[src/rtl/monkey_action_ctrl_if.sv]
// Signal bundle between the keyboard decoder / movement block and the monkey action sequencer.
// The sequencer uses the slave modport; the surrounding environment uses the master modport.
interface monkey_action_ctrl_if;
  logic               startOfFrame;
  logic               leftPressed;
  logic               rightPressed;
  logic               upPressed;
  logic               downPressed;
  logic               onRope;
  logic               onLedge;
  logic               collision;
  logic               hitEnemy;
  logic               restart;
  logic signed [10:0] topLeftY;
  logic               moveLeft;
  logic               moveRight;
  logic               moveUp;
  logic               moveDown;
  logic               moveResetN;
  logic [2:0]         actionState;
  logic [1:0]         livesLeft;
  logic               gameOver;

  modport slave (
    input  startOfFrame, leftPressed, rightPressed, upPressed, downPressed,
           onRope, onLedge, collision, hitEnemy, restart, topLeftY,
    output moveLeft, moveRight, moveUp, moveDown, moveResetN,
           actionState, livesLeft, gameOver
  );

  modport master (
    output startOfFrame, leftPressed, rightPressed, upPressed, downPressed,
           onRope, onLedge, collision, hitEnemy, restart, topLeftY,
    input  moveLeft, moveRight, moveUp, moveDown, moveResetN,
           actionState, livesLeft, gameOver
  );
endinterface

[src/rtl/monkey_action_ctrl.sv]
// Frame-rate action sequencer for the player monkey: tracks action state and lives,
// gates key commands to the movement block and strobes its re-initialisation on respawn.
module monkey_action_ctrl #(
  parameter int JUMP_FRAMES   = 12,
  parameter int HIT_FRAMES    = 30,
  parameter int INITIAL_LIVES = 3,
  parameter int DEATH_Y       = 440
) (
  input  logic                 clk,
  input  logic                 resetN,
  monkey_action_ctrl_if.slave  bus
);

  localparam int JW = $clog2(JUMP_FRAMES + 1);
  localparam int HW = $clog2(HIT_FRAMES + 1);
  localparam logic [JW-1:0] JUMP_LOAD = JW'(JUMP_FRAMES - 1);
  localparam logic [HW-1:0] HIT_LOAD  = HW'(HIT_FRAMES - 1);
  localparam logic [1:0]    LIVES_INIT = 2'(INITIAL_LIVES);
  localparam logic signed [10:0] DEATH_LIMIT = 11'(DEATH_Y);

  typedef enum logic [2:0] {
    GROUND  = 3'd0,
    JUMP    = 3'd1,
    FALL    = 3'd2,
    CLIMB   = 3'd3,
    HIT     = 3'd4,
    RESPAWN = 3'd5,
    OVER    = 3'd6,
    ILLEGAL = 3'd7
  } state_t;

  state_t          state, stateNext;
  logic [JW-1:0]   jumpCnt, jumpNext;
  logic [HW-1:0]   hitCnt, hitNext;
  logic [1:0]      livesLeft, livesNext;
  logic            upPrev, upLatch, hitLatch;
  logic            upNow, hitNow, standing, dead;
  logic            moveLeft, moveRight, moveUp, moveDown, moveResetN, gameOver;
  logic            moveLeftNext, moveRightNext, moveUpNext, moveDownNext;
  logic            moveResetNNext, gameOverNext, lateralOk;

  // An event arriving on the consuming frame edge still counts for that frame.
  assign upNow    = upLatch | (bus.upPressed & ~upPrev);
  assign hitNow   = hitLatch | bus.hitEnemy;
  assign standing = bus.onLedge & bus.collision;
  assign dead     = hitNow | ($signed(bus.topLeftY) > DEATH_LIMIT);

  // Event latches: capture up-key rising edges and enemy hits between frame edges.
  always_ff @(posedge clk or negedge resetN) begin
    if (!resetN) begin
      upPrev   <= 1'b0;
      upLatch  <= 1'b0;
      hitLatch <= 1'b0;
    end else begin
      upPrev <= bus.upPressed;
      if (bus.startOfFrame) begin
        upLatch  <= 1'b0;
        hitLatch <= 1'b0;
      end else begin
        upLatch  <= upNow;
        hitLatch <= hitNow;
      end
    end
  end

  // Next-state, counter and lives logic, evaluated only on frame edges.
  always_comb begin
    stateNext = state;
    jumpNext  = jumpCnt;
    hitNext   = hitCnt;
    livesNext = livesLeft;
    if (bus.startOfFrame) begin
      case (state)
        GROUND, JUMP, FALL, CLIMB: begin
          if (dead) begin
            stateNext = HIT;
            hitNext   = HIT_LOAD;
            livesNext = (livesLeft == 2'd0) ? 2'd0 : livesLeft - 2'd1;
          end else begin
            case (state)
              GROUND: begin
                if (upNow) begin
                  stateNext = JUMP;
                  jumpNext  = JUMP_LOAD;
                end else if (bus.onRope) begin
                  stateNext = CLIMB;
                end else if (!standing) begin
                  stateNext = FALL;
                end else begin
                  stateNext = GROUND;
                end
              end
              JUMP: begin
                if (bus.onRope) begin
                  stateNext = CLIMB;
                end else if (jumpCnt == JW'(0)) begin
                  stateNext = FALL;
                end else begin
                  jumpNext = jumpCnt - JW'(1);
                end
              end
              FALL: begin
                if (bus.onRope) begin
                  stateNext = CLIMB;
                end else if (standing) begin
                  stateNext = GROUND;
                end else begin
                  stateNext = FALL;
                end
              end
              CLIMB: begin
                if (!bus.onRope) begin
                  stateNext = standing ? GROUND : FALL;
                end else begin
                  stateNext = CLIMB;
                end
              end
              default: stateNext = GROUND;
            endcase
          end
        end
        HIT: begin
          if (hitCnt == HW'(0)) begin
            stateNext = (livesLeft == 2'd0) ? OVER : RESPAWN;
          end else begin
            hitNext = hitCnt - HW'(1);
          end
        end
        RESPAWN: stateNext = GROUND;
        OVER: begin
          if (bus.restart) begin
            stateNext = RESPAWN;
            livesNext = LIVES_INIT;
          end else begin
            stateNext = OVER;
          end
        end
        default: stateNext = GROUND;
      endcase
    end else begin
      stateNext = state;
    end
  end

  // Command gating is computed against the next state so it lines up with actionState.
  always_comb begin
    lateralOk      = (stateNext == GROUND) || (stateNext == JUMP) || (stateNext == FALL);
    moveLeftNext   = lateralOk & bus.leftPressed;
    moveRightNext  = lateralOk & bus.rightPressed;
    moveDownNext   = (stateNext == CLIMB) & bus.downPressed;
    if (stateNext == CLIMB) begin
      moveUpNext = bus.upPressed;
    end else if (stateNext == GROUND) begin
      moveUpNext = upNow & ~bus.startOfFrame;
    end else begin
      moveUpNext = 1'b0;
    end
    moveResetNNext = (stateNext != RESPAWN);
    gameOverNext   = (stateNext == OVER);
  end

  // State, counters and registered outputs.
  always_ff @(posedge clk or negedge resetN) begin
    if (!resetN) begin
      state      <= GROUND;
      jumpCnt    <= JW'(0);
      hitCnt     <= HW'(0);
      livesLeft  <= LIVES_INIT;
      moveLeft   <= 1'b0;
      moveRight  <= 1'b0;
      moveUp     <= 1'b0;
      moveDown   <= 1'b0;
      moveResetN <= 1'b1;
      gameOver   <= 1'b0;
    end else begin
      state      <= stateNext;
      jumpCnt    <= jumpNext;
      hitCnt     <= hitNext;
      livesLeft  <= livesNext;
      moveLeft   <= moveLeftNext;
      moveRight  <= moveRightNext;
      moveUp     <= moveUpNext;
      moveDown   <= moveDownNext;
      moveResetN <= moveResetNNext;
      gameOver   <= gameOverNext;
    end
  end

  assign bus.moveLeft    = moveLeft;
  assign bus.moveRight   = moveRight;
  assign bus.moveUp      = moveUp;
  assign bus.moveDown    = moveDown;
  assign bus.moveResetN  = moveResetN;
  assign bus.actionState = state;
  assign bus.livesLeft   = livesLeft;
  assign bus.gameOver    = gameOver;

endmodule

[src/flat_wrapper.sv]
// flat-port wrapper written by rule: the top's interface ports become plain ports
module monkey_action_ctrl_flat 
#(
  parameter int JUMP_FRAMES   = 12,
  parameter int HIT_FRAMES    = 30,
  parameter int INITIAL_LIVES = 3,
  parameter int DEATH_Y       = 440
)
  (clk, resetN, bus_startOfFrame, bus_leftPressed, bus_rightPressed, bus_upPressed, bus_downPressed, bus_onRope, bus_onLedge, bus_collision, bus_hitEnemy, bus_restart, bus_topLeftY, bus_moveLeft, bus_moveRight, bus_moveUp, bus_moveDown, bus_moveResetN, bus_actionState, bus_livesLeft, bus_gameOver);
  monkey_action_ctrl_if bus_i ();
  input  logic clk;
  input  logic resetN;
  input wire logic [$bits(bus_i.startOfFrame)-1:0] bus_startOfFrame;
  input wire logic [$bits(bus_i.leftPressed)-1:0] bus_leftPressed;
  input wire logic [$bits(bus_i.rightPressed)-1:0] bus_rightPressed;
  input wire logic [$bits(bus_i.upPressed)-1:0] bus_upPressed;
  input wire logic [$bits(bus_i.downPressed)-1:0] bus_downPressed;
  input wire logic [$bits(bus_i.onRope)-1:0] bus_onRope;
  input wire logic [$bits(bus_i.onLedge)-1:0] bus_onLedge;
  input wire logic [$bits(bus_i.collision)-1:0] bus_collision;
  input wire logic [$bits(bus_i.hitEnemy)-1:0] bus_hitEnemy;
  input wire logic [$bits(bus_i.restart)-1:0] bus_restart;
  input wire logic [$bits(bus_i.topLeftY)-1:0] bus_topLeftY;
  output wire logic [$bits(bus_i.moveLeft)-1:0] bus_moveLeft;
  output wire logic [$bits(bus_i.moveRight)-1:0] bus_moveRight;
  output wire logic [$bits(bus_i.moveUp)-1:0] bus_moveUp;
  output wire logic [$bits(bus_i.moveDown)-1:0] bus_moveDown;
  output wire logic [$bits(bus_i.moveResetN)-1:0] bus_moveResetN;
  output wire logic [$bits(bus_i.actionState)-1:0] bus_actionState;
  output wire logic [$bits(bus_i.livesLeft)-1:0] bus_livesLeft;
  output wire logic [$bits(bus_i.gameOver)-1:0] bus_gameOver;
  assign bus_i.startOfFrame = bus_startOfFrame;
  assign bus_i.leftPressed = bus_leftPressed;
  assign bus_i.rightPressed = bus_rightPressed;
  assign bus_i.upPressed = bus_upPressed;
  assign bus_i.downPressed = bus_downPressed;
  assign bus_i.onRope = bus_onRope;
  assign bus_i.onLedge = bus_onLedge;
  assign bus_i.collision = bus_collision;
  assign bus_i.hitEnemy = bus_hitEnemy;
  assign bus_i.restart = bus_restart;
  assign bus_i.topLeftY = bus_topLeftY;
  assign bus_moveLeft = bus_i.moveLeft;
  assign bus_moveRight = bus_i.moveRight;
  assign bus_moveUp = bus_i.moveUp;
  assign bus_moveDown = bus_i.moveDown;
  assign bus_moveResetN = bus_i.moveResetN;
  assign bus_actionState = bus_i.actionState;
  assign bus_livesLeft = bus_i.livesLeft;
  assign bus_gameOver = bus_i.gameOver;
  monkey_action_ctrl #(.JUMP_FRAMES(JUMP_FRAMES), .HIT_FRAMES(HIT_FRAMES), .INITIAL_LIVES(INITIAL_LIVES), .DEATH_Y(DEATH_Y)) u_core (.clk(clk), .resetN(resetN), .bus(bus_i));
endmodule
[config.mk]
export PLATFORM = sky130hd
export DESIGN_NAME = monkey_action_ctrl_flat
export DESIGN_NICKNAME = d
export VERILOG_FILES = /design/src/rtl/monkey_action_ctrl_if.sv /design/src/rtl/monkey_action_ctrl.sv /design/src/flat_wrapper.sv
export SDC_FILE = /design/constraint.sdc
export NUM_CORES = 1
export LEC_CHECK = 0
export CAP_MARGIN = 10
export CORE_UTILIZATION = 43
export CTS_BUF_LIST = sky130_fd_sc_hd__clkbuf_4 sky130_fd_sc_hd__clkbuf_8 sky130_fd_sc_hd__clkbuf_16
export DETAILED_ROUTE_END_ITERATION = 8
export MAX_ROUTING_LAYER = met4
export PLACE_DENSITY = 0.75
export SLEW_MARGIN = 20
export SYNTH_ARGS = -nofsm -noshare
export SYNTH_HDL_FRONTEND = slang
export SYNTH_SLANG_ARGS = --single-unit
[constraint.sdc]
create_clock -name clk -period 2.1 [get_ports clk]
set_input_delay 0.21 -clock clk [delete_from_list [all_inputs] [get_ports clk]]
set_output_delay 0.21 -clock clk [all_outputs]
set_load 0.01 [all_outputs]
# Word level (Yosys, flattened, before mapping)
# Index checks and enable logic that the tools add are counted.
[totals]
reg_bits = 23
[classes]
add_sub_neg = 3
n_lt_le_gt_ge = 1
n_eq_ne = 16
muxes = 27
bitwise = 12
n_reduce_logical = 15
[op_table]
columns = ["cell", "n"]
rows = [
  ["3-bit two-way mux", 6],
  ["3-bit one-hot mux with 3 select lines", 2],
  ["2-bit two-way mux", 7],
  ["3-bit by 2-bit equality test with 1-bit output (second input constant)", 4],
  ["4-bit two-way mux", 3],
  ["11-bit by 10-bit > comparator with 1-bit output (second input constant)", 1],
  ["5-bit two-way mux", 2],
  ["5-bit one-hot mux with 2 select lines", 1],
  ["3-bit equality test (second input constant)", 3],
  ["2-bit inequality test (second input constant)", 4],
  ["4-bit one-hot mux with 2 select lines", 1],
  ["4-bit AND reduction", 2],
  ["7-bit AND reduction", 1],
  ["1-bit bitwise AND", 6],
  ["3-bit by 1-bit equality test with 1-bit output (second input constant)", 2],
  ["3-bit logical NOT", 2],
  ["2-bit nonzero test", 3],
  ["5-bit logical NOT", 1],
  ["5-bit by 1-bit subtractor with 5-bit output (second input constant)", 1],
  ["4-bit logical NOT", 1],
  ["1-bit two-way mux", 4],
  ["2-bit by 1-bit inequality test with 1-bit output (second input constant)", 2],
  ["2-bit one-hot mux with 2 select lines", 1],
  ["4-bit OR reduction", 1],
  ["other kinds (8)", 13],
]

# Longest topological paths before layout
# Gate-level depths: netlist of run 1.
[logic_depth]
depth_word = 12
mapped_depth = 7
depth_no_buf = 7

# Worst setup path before layout of run 1
# No wires, ideal clock.
[synth_path]
kind = "register -> register"
start = "register u_core.hitCnt[0]"
end = "register u_core.moveResetN, in the netlist u_core.bus.moveResetN"
arrival_time_ps = 2233
t_required_ps = 2012
path_slack_ps = -221
path_stages_with_launch = 8
path_buffers = 0
cell_sequence = "dfrtp_1 > inv_1 > ha_1 > or4b_1 > o31a_1 > or3_4 > a31oi_4 > or3b_1"
[synth_via]
elab_chain_cells = 5
[synth_rtl]
columns = ["element", "line", "text"]
rows = [
  ["start: declaration", "monkey_action_ctrl.sv:34", "logic [HW-1:0] hitCnt, hitNext;"],
  ["start signal: assignment", "monkey_action_ctrl.sv:178", "hitCnt <= hitNext;"],
  ["5-bit logical NOT", "monkey_action_ctrl.sv:123", "if (hitCnt == HW'(0)) begin"],
  ["3-bit two-way mux", "monkey_action_ctrl.sv:123", ""],
  ["3-bit one-hot mux with 3 select lines", "monkey_action_ctrl.sv:73", "case (state)"],
  ["3-bit two-way mux", "monkey_action_ctrl.sv:72", "if (bus.startOfFrame) begin"],
  ["named net u_core.stateNext[0]", "monkey_action_ctrl.sv:32", "state_t state, stateNext;"],
  ["3-bit inequality test", "monkey_action_ctrl.sv:158", "moveResetNNext = (stateNext != RESPAWN);"],
  ["named net u_core.moveResetNNext", "monkey_action_ctrl.sv:40", "logic moveResetNNext, gameOverNext, lateralOk;"],
  ["end signal: assignment", "monkey_action_ctrl.sv:184", "moveResetN <= moveResetNNext;"],
  ["end: declaration", "monkey_action_ctrl.sv:38", "logic moveLeft, moveRight, moveUp, moveDown, moveResetN, gameOver;"],
]
# The timed path passes the listed nets, and every way through them passes these cells.
# A chain may end at the register's enable or synchronous reset.

# Worst setup path in the final report of run 1
[layout_path]
start = "register u_core.hitCnt[1]"
end = "register u_core.moveResetN, in the netlist u_core.bus.moveResetN"
# The elaborated chain is that of the path after synthesis.

==> run metrics, run 1 <==
Post-Syn Instances about 130; post-synthesis area per instance a little under 10 µm²; met2 wire len about 1700 µm; max incr delay on CP approximately 460 ps; setup ws final -178 ps; Static Leak approximately 0.0008 µW; CTS tree done; Post-DP HPWL roughly 2300 µm; Worst Max-Slew Pin Slew around 570 ps; Hold Crit Class input pin to asynchronous set/reset pin; worst clock skew 6.66 ps; via count between 1,000 and 1,500; first drt pass iteration count 4; Synth top area share 0.396; Synth area leaders dfrtp_1, dfstp_2, ha_1; Synth Cell Area approximately 1300 µm²; Area growth, synth to finish 51.1%; nets between 200 and 250; Initial Util 0.454; H-tree depth 1; Synth area leader dfrtp_1; asr flop ratio synth 1.00; drt drc 0; antenna cells 0; total power per unit cell area approximately 920 nW/µm²; Critical Path RT 2350 ps; Worst Setup End Kind flop; RD Place Congestion around 0.8; Relative slew margins 0.611; CP Data Arrival Time around 2500 ps; DR WL/cell around 15 µm; Top FF cell, synth dfrtp_1; row count 19; Iter 0 DRT Violations 36; die extent in y about 56 µm; fin crit period approximately 2300 ps; die footprint between 3000 and 4000 µm²; Syn Nets approximately 160; max frequency between 400 and 500 MHz; synth unique cells between 40 and 50; core area ~2800 µm²; largest net degree at the start of global routing 24; r2r worst-path depth 7; die extent in x ~56 µm; launch point of the worst reg-to-reg path u_core.hitCnt[1]; root buf cell clkbuf_4; critical path's slowest cell or4b_4; post-synthesis sequential area ratio 0.458; WL met1 around 1300 µm; crit path from u_core.hitCnt[1]; EDFF count, synth 0; worst-path maximum fanout 3; aggregate global routing overflow 0; Fill cells 209; maxcap violations 0; # IOs 34; CTS Buf Count 3; worst slack, placed -234 ps; area post-placement about 1800 µm²; outcome complete, but fails checks; Max clock buf depth 2; Seq cells post-synth 23; Reg clk slew, reported paths 120 ps; cell chain of the critical path inv_2 > ha_4 > or4b_4 > o31a_1 > or3_4 > a31oi_4 > or3b_1; antenna-violating nets left 0; Top Metal Used met4; Skew-Pair Late Insertion Delay around 310 ps; critical path type flop to flop; Slew Limit Fails 0; CTS sink cnt 23; RSZ-0062 raised after global routing true; Final Setup Violations 6; final instance area 1910 µm²; Final TNS setup -743 ps; antenna violations before repair 0; Vias/cell 5.67; maximum vdd ir drop about 0.98 mV; number of global-route vias before repair between 1,000 and 1,500; wirelength, routed between 3000 and 4000 µm; PortBufs 33; met3 WL 134 µm; crit path launch type flop; layout cells sized above 1 0.271; GRT Overall Usage 0.221; Tcrit/Tclk final 1.08; first-pass GRT wire length around 5200 µm; Ys Warns 0; failing checks setup timing; Hold Vio Cnt, Final 0
timing repair:
item / CTS / global route
hold buffers: 0 / 0
pin swaps: 1 / 0
gates cloned: 0 / 0
endpoints found under the setup margin: 6 / 13
gates resized for setup: 6 / 3
setup buffers: 3 / 3
routing by layer:
metal,GRT usage,up-vias
li1,-,590
met1,0.256,606
met2,0.372,36
met3,0.0442,9
met4,0.0906,0
met5,-,-
registers in the layout, summed over array words and instances (netlist names), 2 cells and up:
register / count
u_core.bus.actionState: 3
u_core.bus.livesLeft: 2
u_core.hitCnt: 5
u_core.jumpCnt: 4
critical path, delay by kind of cell (launching register included):
kind | cells | cell delay (ps)
AOI/OAI and AO/OA | 2 | 430
adders and majority gates | 1 | 130
buffers and inverters | 1 | 90
and+or+nand+nor | 3 | 1170
DFF | 1 | 410
path summary, 6_finish.rpt:
path / endpoint / slack [ps]
worst max-delay path: u_core.bus.moveResetN / -180
max in group asynchronous: u_core.bus.livesLeft[0] / 1590
worst max register to register: u_core.bus.moveResetN / -180
min in group clk: u_core.upPrev / 380
worst min register to register: u_core.jumpCnt[3] / 520
worst min-delay path: u_core.jumpCnt[1] / 230
Yosys cell counts (3+ instances only):
| master | count |
|---|---|
| nand3b_1 | 4 |
| inv_1 | 8 |
| ha_1 | 4 |
| nor2_1 | 10 |
| nor2b_1 | 4 |
| nand2_1 | 10 |
| dfstp_2 | 3 |
| dfrtp_1 | 20 |
| nand2b_1 | 5 |
| a21oi_1 | 5 |
| o21ai_0 | 10 |
through the flow:
stage                     power (µW)  hold slack (ps)  std cells   util
final                           1770              226        219  0.686
after global routing            1880              244        219  0.686
after CTS                       1710              231        216  0.665
after detailed placement        1430              492        209  0.637
after global placement          1390              466        209  0.637
after floorplan                 1040            -85.6        128      -
power breakdown:
group	leakage (µW)	internal, µW	switching [µW]
logic	0.000495	484	427
registers	0.000272	569	68.2
clock network	0.0000184	87.1	130
total	0.000785	1140	625
cells in the final DEF, fill, tap and decap left out, types with 2 or more instances in the layout:
cell type and count:
buf_4 24, nand3_1 2, o211ai_1 2, a22oi_1 2, a21oi_2 2, nand2_1 10, a21oi_1 3, or3b_2 2
nand3b_1 4, nor2b_1 4, inv_2 2, nand4b_1 2, or3_1 2, dfrtp_1 20, nor2_1 10, clkdlybuf4s50_1 33
nor3_1 2, o21ai_0 10, a31oi_1 2, dfstp_2 3, nand2b_1 5, ha_1 3, clkbuf_4 4, inv_1 6
cell type report:
| cell class | instances | area, µm² | share of cell area |
|---|---|---|---|
| multi-input combinational | 94 | 689 | 0.361 |
| clock buffer | 4 | 30.0 | 0.0157 |
| tap | 31 | 38.8 | 0.0203 |
| sequential | 23 | 579 | 0.303 |
| inverter | 8 | 30.0 | 0.0157 |
| timing repair buffer | 59 | 542 | 0.284 |
cells by family (layout without fill, tap and decap cells):
kind of cell / Yosys count / count (layout) / synth area share
flip-flops: 23 / 23 / 0.458
AO/OA/AOI/OAI: 33 / 33 / 0.191
multiplexers: 1 / 1 / 0.00891
XOR/XNOR: 2 / 2 / 0.0139
adder cells (fa/ha/maj): 4 / 4 / 0.0396
buffers and inverters: 11 / 71 / 0.0347
AND/OR/NAND/NOR: 54 / 54 / 0.253
Note: power is estimated with default switching activity, not from simulation.
==> inputs of run 2 (changes only) <==
--- a/config.mk
+++ b/config.mk
@@ -9,6 +9,7 @@
 export CORE_UTILIZATION = 43
 export CTS_BUF_LIST = sky130_fd_sc_hd__clkbuf_4 sky130_fd_sc_hd__clkbuf_8 sky130_fd_sc_hd__clkbuf_16
 export DETAILED_ROUTE_END_ITERATION = 8
+export GPL_ROUTABILITY_DRIVEN = 0
 export MAX_ROUTING_LAYER = met4
 export PLACE_DENSITY = 0.75
 export SLEW_MARGIN = 20
==> results of run 2 <==
The final DEF is identical to that of run 1; final timing and power are the same.
==> inputs of run 3 (changes only) <==
--- a/config.mk
+++ b/config.mk
@@ -6,12 +6,14 @@
 export NUM_CORES = 1
 export LEC_CHECK = 0
 export CAP_MARGIN = 10
-export CORE_UTILIZATION = 43
+export CORE_MARGIN = 5
+export CORE_UTILIZATION = 53
 export CTS_BUF_LIST = sky130_fd_sc_hd__clkbuf_4 sky130_fd_sc_hd__clkbuf_8 sky130_fd_sc_hd__clkbuf_16
 export DETAILED_ROUTE_END_ITERATION = 8
+export DONT_BUFFER_PORTS = 1
 export GPL_ROUTABILITY_DRIVEN = 0
 export MAX_ROUTING_LAYER = met4
-export PLACE_DENSITY = 0.75
+export PLACE_DENSITY = 0.71
 export SLEW_MARGIN = 20
 export SYNTH_ARGS = -nofsm -noshare
 export SYNTH_HDL_FRONTEND = slang
==> run 3 against run 2 <==
  * The flow still finishes with violations (setup timing)
  * Power shrank 8.2%
  * Fmax increased by 0.97%
  * Global-route usage shrank 1.3 points
  * First-iteration DRC count decreased by 78%
  * Via count is 12% lower
  * Clock power barely moved
  * Sequential share of layout area up 6.6 points
  * Sequential power is 4.4% higher
  * Largest power group unchanged
==> run metrics, run 3 (synthesis gave the netlist of run 1 again) <==
outcome complete, but fails checks; failing checks setup timing; Reg clk slew, reported paths roughly 130 ps; max incr delay on CP about 460 ps; die footprint around 3500 µm²; cell count after placement approximately 170; Worst Max-Slew Pin Slew approximately 800 ps; Final Setup Violations 6; Vias/cell slightly below 6; crit path launch type flop; setup ws final -156 ps; Skew-Pair Late Insertion Delay about 320 ps; Worst Setup End Kind flop; CTS tree done; Fill cells ~180; Non-Filler Instances about 190; DR WL/cell 17.3 µm; drt drc 0; aggregate global routing overflow 0; cell chain of the critical path inv_2 > ha_4 > or4b_4 > o31a_1 > or3_4 > a31oi_4 > or3b_1; row count 17; crit path from u_core.hitCnt[1]; hold slack final 4.19 ps; Hold Crit Class input pin to flop; antenna violations before repair 0; Tcrit/Tclk final 1.07; antenna cells 0; total power per unit cell area between 1000 and 1500 nW/µm²; area post-placement approximately 1400 µm²; maxcap violations 0; WL met1 1260 µm; worst-path maximum fanout 2; launch point of the worst reg-to-reg path u_core.hitCnt[1]; core area 2250 µm²; Slew Limit Fails 0; maximum vdd ir drop 0.619 mV; Top reg by flops u_core.hitCnt; Critical Path End u_core.bus.moveResetN; Initial Util 0.560; CTS Buf Count 3; worst clock skew roughly 2.8 ps; delay-heaviest family, CP simple AND/OR/NAND/NOR gates; max frequency 443 MHz; die extent in x around 59 µm; Hold Vio Cnt, Final 0; r2r worst-path depth 7; critical path type flop to flop; nets about 190; Area growth, synth to finish 24.3%; Iter 0 DRT Violations 8; number of global-route vias before repair about 1,200; first drt pass iteration count 6; PortBufs 0; critical path's slowest cell or4b_4; root buf cell clkbuf_4; RSZ-0062 raised after global routing true; max reg flops 5; Relative slew margins 0.458; GRT Overall Usage 0.208; via count 1,094; first-pass GRT wire length 5260 µm; Stages on worst setup path 7; worst r2r dst u_core.bus.moveResetN; CTS sink cnt 23; # IOs 34; most frequent cells in the layout buf_4, dfrtp_1, nand2_1, nor2_1, o21ai_0; largest net degree at the start of global routing 24; antenna-violating nets left 0; CP Data Arrival Time 2520 ps; final instance area ~1600 µm²; Top Metal Used met4; Max clock buf depth 2; layout cells sized above 1 0.312; fin crit period approximately 2300 ps; die extent in y between 50 and 60 µm; met3 WL between 150 and 200 µm; Post-DP HPWL about 2300 µm; leading cell type in the layout, fill and taps excluded buf_4; Static Leak around 0.00066 µW; wirelength, routed about 3200 µm; Buf/Inv on CP 1; Final TNS setup -451 ps; R2R setup slack -160 ps; H-tree depth 1; met2 wire len approximately 1700 µm; worst slack, placed -165 ps; Critical Path RT ~2400 ps
-- run 3: worst register-to-register path, stage by stage, from the launching register on --
cell,delay (ps)
dfrtp_1,430
inv_2,90
ha_4,130
or4b_4,460
o31a_1,250
or3_4,340
a31oi_4,150
or3b_1,360
-- run 3: power by group --
part	internal (µW)	switching [µW]
Combinational	363	378
Sequential	570	95.6
Clock	71.4	143
-- run 3: how the worst min path moves through the flow --
stage,slack [ps],cells past startpoint,end,startpoint
final,4,2,u_core.bus.moveRight,bus_rightPressed
after CTS,5,2,u_core.bus.moveRight,bus_rightPressed
after floorplan,-90,0,u_core.bus.actionState[0],resetN
after global placement,-90,0,u_core.jumpCnt[2],resetN
after global routing,0.8,2,u_core.bus.moveRight,bus_rightPressed
after detailed placement,-90,0,u_core.jumpCnt[2],resetN
-- run 3: area by class of cell --
cell class                      instances  area (µm²)  share of cell area
Clock buffer                            3        22.5              0.0143
Inverter                                8        30.0              0.0191
Sequential cell                        23         579               0.369
Multi-Input combinational cell         94         677               0.431
Clock inverter                          1        5.00             0.00319
Tap cell                               28        35.0              0.0223
Timing Repair Buffer                   28         221               0.141
-- run 3: through the flow --
step / total power (µW) / utilization
after floorplan: 1040 / -
after global placement: 1230 / 0.622
after detailed placement: 1260 / 0.622
after CTS: 1590 / 0.691
after global routing: 1730 / 0.696
final: 1620 / 0.696
-- run 3: repair_timing --
item                                    in CTS  in global routing
setup buffers                                8                  0
gates resized for setup                      8                  2
pin swaps                                    3                  1
endpoints found under the setup margin       6                  9
hold buffers                                 4                  1
hold endpoints to repair                    27                 20
-- run 3: per-layer routing --
metal  up-vias  GRT usage
met2        22      0.368
met1       533      0.216
met4         0     0.0939
li1        527          -
met5         -          -
met3        12     0.0482
